--- src/rtl/icache.sv ---
// icache: direct-mapped, one-word-per-line instruction cache between the
// fetch stage and the byte-serial memory controller's instruction port.
// Ports: clk_in/rst_in (sync, active-high); jump_or_not_in flush;
//   if_req_in/if_pc_in -> if_inst_out/if_valid_out (fetch side);
//   inst_enable_out/inst_address_out <- inst_data_in/inst_enable_in,
//   inst_busy_in (controller side, busy is informational only).
// Build option: define ICACHE_ARRAY_EN to instantiate the tag/data/valid
//   arrays; without it every lookup misses and nothing is filled.
module icache #(
  parameter int INDEX_BITS = 7,
  parameter int TAG_BITS   = 32 - INDEX_BITS - 2
) (
  input  logic        clk_in,
  input  logic        rst_in,
  input  logic        jump_or_not_in,
  input  logic        if_req_in,
  input  logic [31:0] if_pc_in,
  output logic [31:0] if_inst_out,
  output logic        if_valid_out,
  output logic        inst_enable_out,
  output logic [31:0] inst_address_out,
  input  logic [31:0] inst_data_in,
  input  logic        inst_enable_in,
  input  logic        inst_busy_in
);

  typedef enum logic [1:0] {
    IDLE = 2'd0,
    MISS = 2'd1,
    RESP = 2'd2
  } state_t;

  state_t      state;
  logic        req_q;
  logic [31:0] addr_q;
  logic        hit;
  logic [31:0] rd_data;
  logic        fill_en;

  // A fill happens whenever the controller answers during MISS, even
  // under a jump: the word is correct for the latched address.
  assign fill_en = (state == MISS) && inst_enable_in;

  // Drop the request in the response cycle so the controller does not
  // start a second fetch.
  assign inst_enable_out  = req_q & ~inst_enable_in;
  assign inst_address_out = addr_q;

  logic unused_ok;
  assign unused_ok = ^{inst_busy_in, if_pc_in[1:0]};

`ifdef ICACHE_ARRAY_EN
  localparam int LINES = 2 ** INDEX_BITS;

  logic [TAG_BITS-1:0]   tag_mem  [LINES];
  logic [31:0]           data_mem [LINES];
  logic [LINES-1:0]      valid_q;
  logic [INDEX_BITS-1:0] rd_idx;
  logic [INDEX_BITS-1:0] wr_idx;
  logic [TAG_BITS-1:0]   rd_tag;

  assign rd_idx  = if_pc_in[INDEX_BITS+1:2];
  assign rd_tag  = if_pc_in[31:INDEX_BITS+2];
  assign wr_idx  = addr_q[INDEX_BITS+1:2];
  assign rd_data = data_mem[rd_idx];
  assign hit     = valid_q[rd_idx] && (tag_mem[rd_idx] == rd_tag);

  always_ff @(posedge clk_in) begin
    if (rst_in) begin
      valid_q <= '0;
    end else if (fill_en) begin
      valid_q[wr_idx] <= 1'b1;
    end
  end

  always_ff @(posedge clk_in) begin
    if (!rst_in && fill_en) begin
      tag_mem[wr_idx]  <= addr_q[31:INDEX_BITS+2];
      data_mem[wr_idx] <= inst_data_in;
    end
  end
`else
  assign hit     = 1'b0;
  assign rd_data = 32'h0;

  logic unused_fill;
  assign unused_fill = fill_en;
`endif

  always_ff @(posedge clk_in) begin
    if (rst_in) begin
      state        <= IDLE;
      req_q        <= 1'b0;
      addr_q       <= 32'h0;
      if_valid_out <= 1'b0;
      if_inst_out  <= 32'h0;
    end else begin
      if_valid_out <= 1'b0;
      if (jump_or_not_in) begin
        state <= IDLE;
        req_q <= 1'b0;
      end else begin
        unique case (state)
          IDLE: begin
            if (if_req_in) begin
              if (hit) begin
                if_inst_out  <= rd_data;
                if_valid_out <= 1'b1;
                state        <= RESP;
              end else begin
                addr_q <= {if_pc_in[31:2], 2'b00};
                req_q  <= 1'b1;
                state  <= MISS;
              end
            end
          end
          MISS: begin
            if (inst_enable_in) begin
              if_inst_out  <= inst_data_in;
              if_valid_out <= 1'b1;
              req_q        <= 1'b0;
              state        <= RESP;
            end
          end
          RESP: begin
            state <= IDLE;
          end
          default: begin
            state <= IDLE;
          end
        endcase
      end
    end
  end

endmodule

--- config.mk ---
export PLATFORM = sky130hd
export DESIGN_NAME = icache
export DESIGN_NICKNAME = d
export VERILOG_FILES = /design/src/rtl/icache.sv
export SDC_FILE = /design/constraint.sdc
export NUM_CORES = 1
export LEC_CHECK = 0
export CELL_PAD_IN_SITES_DETAIL_PLACEMENT = 1
export CELL_PAD_IN_SITES_GLOBAL_PLACEMENT = 2
export CORE_MARGIN = 1
export CORE_UTILIZATION = 21
export CTS_CLUSTER_DIAMETER = 150
export DETAILED_ROUTE_END_ITERATION = 8
export PLACE_DENSITY = 0.89
export SLEW_MARGIN = 20
export SYNTH_ARGS = -nofsm -noshare
export SYNTH_HDL_FRONTEND = slang
export SYNTH_SLANG_ARGS = --single-unit
--- constraint.sdc ---
create_clock -name clk_in -period 2.7 [get_ports clk_in]
set_input_delay 0.675 -clock clk_in [delete_from_list [all_inputs] [get_ports clk_in]]
set_output_delay 0.675 -clock clk_in [all_outputs]
set_load 0.1 [all_outputs]
== Word level (Yosys, flattened, before mapping) ==
Cells that the tools add are included.
Word-level totals
  register bits: 66
  input bits: 70
  output and inout port bits: 66
  logic and storage cells: 27
Cells by class
  equal/unequal tests: 3
  mux-type cells: 7
  bitwise logic cells: 4
  reductions and logical operators: 8
Operators by type and width (count)
  $reduce_and A3 Y1: 3
  $mux W2: 2
  $ne A2 B2 Y1 const B: 2
  $pmux W2 S2: 1
  $mux W1: 3
  $not A1 Y1: 3
  $reduce_or A3 Y1: 1
  $eq A2 B1 Y1 const B: 1
  $logic_not A2 Y1: 1
  $pmux W1 S2: 1
  $reduce_and A2 Y1: 1
  $reduce_bool A2 Y1: 1
  $reduce_or A2 Y1: 1
  $and A1 B1 Y1: 1

== Depth between registers and ports, before layout ==
  depth in word-level cells: 3
  mapped depth: 5
  mapped depth without buffers: 3

== Least setup slack after synthesis ==
Ideal clock, no wire load.
  path type: input -> output
  start: input port inst_enable_in
  end: output port inst_enable_out
  arrival time: 2.010 ns
  data required time: 2.025 ns
  path slack: 0.015 ns
  stages: 1
  buffers on the path: 0
  path through: nor2b_1
Between the ends
  word-level cells in the longest chain between the ends: 2
RTL lines
  start: declaration: line 23  | input logic inst_enable_in,
  $not A1 Y1: line 46  | assign inst_enable_out = req_q & ~inst_enable_in;
  $and A1 B1 Y1: line 46
  end: declaration: line 20  | output logic inst_enable_out,
No other way between the ends.

== Worst setup path after layout ==
Same ends and word-level chain as after synthesis.

==> results.py <==
metrics = {
    "floorplanning": {
        "die_w_um": 108,
        "start_util_pct": 21.7,
        "num_rows": 38,
        "ios": 136,
        "fp.dieH_um": 108,
        "core_um2": 10900,
        "dieArea_um2": 11700,
    },
    "timing": {
        "fin_crit_sh_pct": 85.9,
        "holdWs_ns": 0.456,
        "period_needed_ns": 2.32,
        "worstMarginPinSlew_ns": 0.668,
        "tns_ns": 0,
        "rsz0062_at_grt": "false",
        "slew_violations": 0,
        "relSlewSlack_pct": 55.5,
        "setup_violations": 0,
        "report.final.hold_viol_count": 0,
        "fmax_ghz": 0.431,
        "skew_ns": 0.00564,
    },
    "place": {
        "gp_congestion": 0.689,
        "placed_cell_area_um2": 3640,
        "io_buffers": 130,
        "dp_cells": 545,
        "hpwlAfterDp_mm": 5.16,
    },
    "synth": {
        "yosys_warnings": 0,
        "synth_ff_type": "dfxtp_1",
        "yosys.cell_types.count": 21,
        "syn_area_per_cell_um2": 8.10,
        "synth-edff-count": 0,
        "synth_cells": 291,
        "ys_async_sr_fraction_pct": 0,
        "seq_area_frac_synth_pct": 56.0,
        "yosys_register_bits": 66,
        "syn-cell-area_um2": 2360,
    },
    "cts": {
        "holdBufCountCts": 0,
        "cts_sinks": 66,
        "htreeDepth": 3,
        "worst_skew_pair.late_latency_ns": 0.33,
        "clock-root-buffer": "clkbuf_8",
        "cts_tree": "done",
        "cts_post_setup_buffers_inserted": 0,
        "clockBufferDepth": 2,
        "cts_resized": 0,
        "cts.clk_slew.worst_paths_ns": 0.07,
        "cts_buffers": 9,
    },
    "final_layout": {
        "final_cell_mix": "nand2_1, buf_4, dfxtp_1",
        "design_area_um2": 3810,
        "finalNonFillerCells": 561,
        "fin_nets": 486,
        "mostFrequentLayoutCell": "nand2_1",
        "drive_above_1_share_pct": 21.4,
        "area_growth_pct": 61.6,
        "n_antenna_cell": 0,
    },
    "drt": {
        "firstDrtPassIters": 4,
        "vias": 2386,
        "drtIter0Drc": 70,
        "wl_per_cell_um": 12.7,
        "viasPerCell": 4.25,
        "drc": 0,
        "finalWirelength_mm": 7.13,
        "ant_nets": 0,
    },
    "setup_path": {
        "worstPathCellList": "clkdlybuf4s50_1 > nor2b_1 > buf_12",
        "cp_max_fo": 5,
        "worst_path_largest_cell_delay_ns": 0.49,
        "critPathRequiredTime_ns": 2.03,
        "r2r-start": "state[1]",
        "worstPathArrival_ns": 1.64,
        "r2r_slack_ns": 1.16,
        "r2r_cells": 3,
        "crit_path_top_delay_cell": "clkdlybuf4s50_1",
        "start_kind": "input port",
        "cp-end-kind": "primary output",
        "path_class": "input port to primary output",
        "crit_start": "inst_enable_in",
        "endpoint": "inst_enable_out",
        "r2r-end": "inst_address_out[12]",
    },
    "power": {
        "ir_drop_mv": 0.184,
        "power_density_nw_per_um2": 574,
        "leakage_nw": 1.48,
    },
    "global_route": {
        "grt_overflow_total": 0,
        "grt_max_degree": 35,
        "grt_pass1_wl_mm": 11.5,
        "first_global_vias": 2452,
        "grt_use_total_pct": 12.6,
        "antenna_found_initial": 0,
    },
    "status": {
        "status": "completed",
    },
    "worst_hold_path": {
        "hold_class": "register to register",
    },
    "run": {
        "drv_cap": 0,
    },
}
==> Yosys cell counts (2+ instances only) <==
master | count | area share (%)
nand2_1 | 124 | 20
buf_6 | 3 | 1.4
nor2b_1 | 2 | 0.53
buf_2 | 8 | 1.7
a21oi_1 | 62 | 13
buf_4 | 5 | 1.6
nor3_1 | 2 | 0.42
clkbuf_1 | 7 | 1.1
dfxtp_1 | 66 | 56
==> where the power goes <==
group / total, W / switching, W / internal (W) / leakage (nW)
logic: 0.000447 / 0.000298 / 0.000149 / 0.853
registers: 0.00102 / 0.0000166 / 0.00100 / 0.536
clock network: 0.000724 / 0.000374 / 0.000350 / 0.0916
==> layout make-up <==
| cell class | instances | area [um^2] |
|---|---|---|
| Fill cell | 1307 | 7080 |
| Sequential cell | 66 | 1320 |
| Timing Repair Buffer | 136 | 1220 |
| Multi-Input combinational cell | 202 | 923 |
| Tap cell | 140 | 175 |
| Clock buffer | 10 | 138 |
| Clock inverter | 6 | 32.5 |
| Inverter | 1 | 3.75 |
==> metrics by stage <==
stage	util, %	setup WS (ns)	power [W]
6_report	35.0	0.381	0.00219
5_1_grt	35.0	0.331	0.00230
3_3_place_gp	33.5	0.413	0.00148
2_1_floorplan	-	0.0147	0.00133
3_5_place_dp	33.5	0.376	0.00149
4_1_cts	35.0	0.377	0.00224
==> flip-flops by register name (all words and copies together), names as in the netlist <==
register and count:
req_q 1, state 2, if_inst_out 32, inst_address_out 30, if_valid_out 1
==> layer usage <==
metal / part of all wire, % / track usage [%] / up-vias
met5: 0 / 0 / -
met4: 1.4 / 4.99 / 0
met2: 51 / 22.7 / 66
met3: 6.0 / 3.38 / 10
met1: 41 / 13.8 / 1127
li1: - / - / 1183
==> critical path: cells and delay by family <==
family,cells,cell delay [ns]
buffers and inverters,2,0.70
and+or+nand+nor,1,0.26
==> kinds of logic (layout without fill, tap and decap cells) <==
kind of cell	Yosys count	in the layout	synth area share [%]
simple gates	134	134	23.4
other cells	1	2	0.159
buf+inv	24	153	5.99
flops	66	66	56.0
compound gates	65	65	14.0
mux	1	1	0.424
==> how the worst min path moves through the flow <==
| stage | depth (start not counted) | slack (ns) | startpoint | end |
|---|---|---|---|---|
| floorplan | 2 | 0.46 | req_q | req_q |
| global placement | 2 | 0.44 | inst_address_out[21] | inst_address_out[21] |
| detailed placement | 2 | 0.45 | if_inst_out[0] | if_inst_out[0] |
| CTS | 2 | 0.46 | if_inst_out[0] | if_inst_out[0] |
| global route | 2 | 0.48 | if_inst_out[1] | if_inst_out[1] |
| finish | 2 | 0.46 | if_inst_out[0] | if_inst_out[0] |
Note: power is estimated with default switching activity, not from simulation.
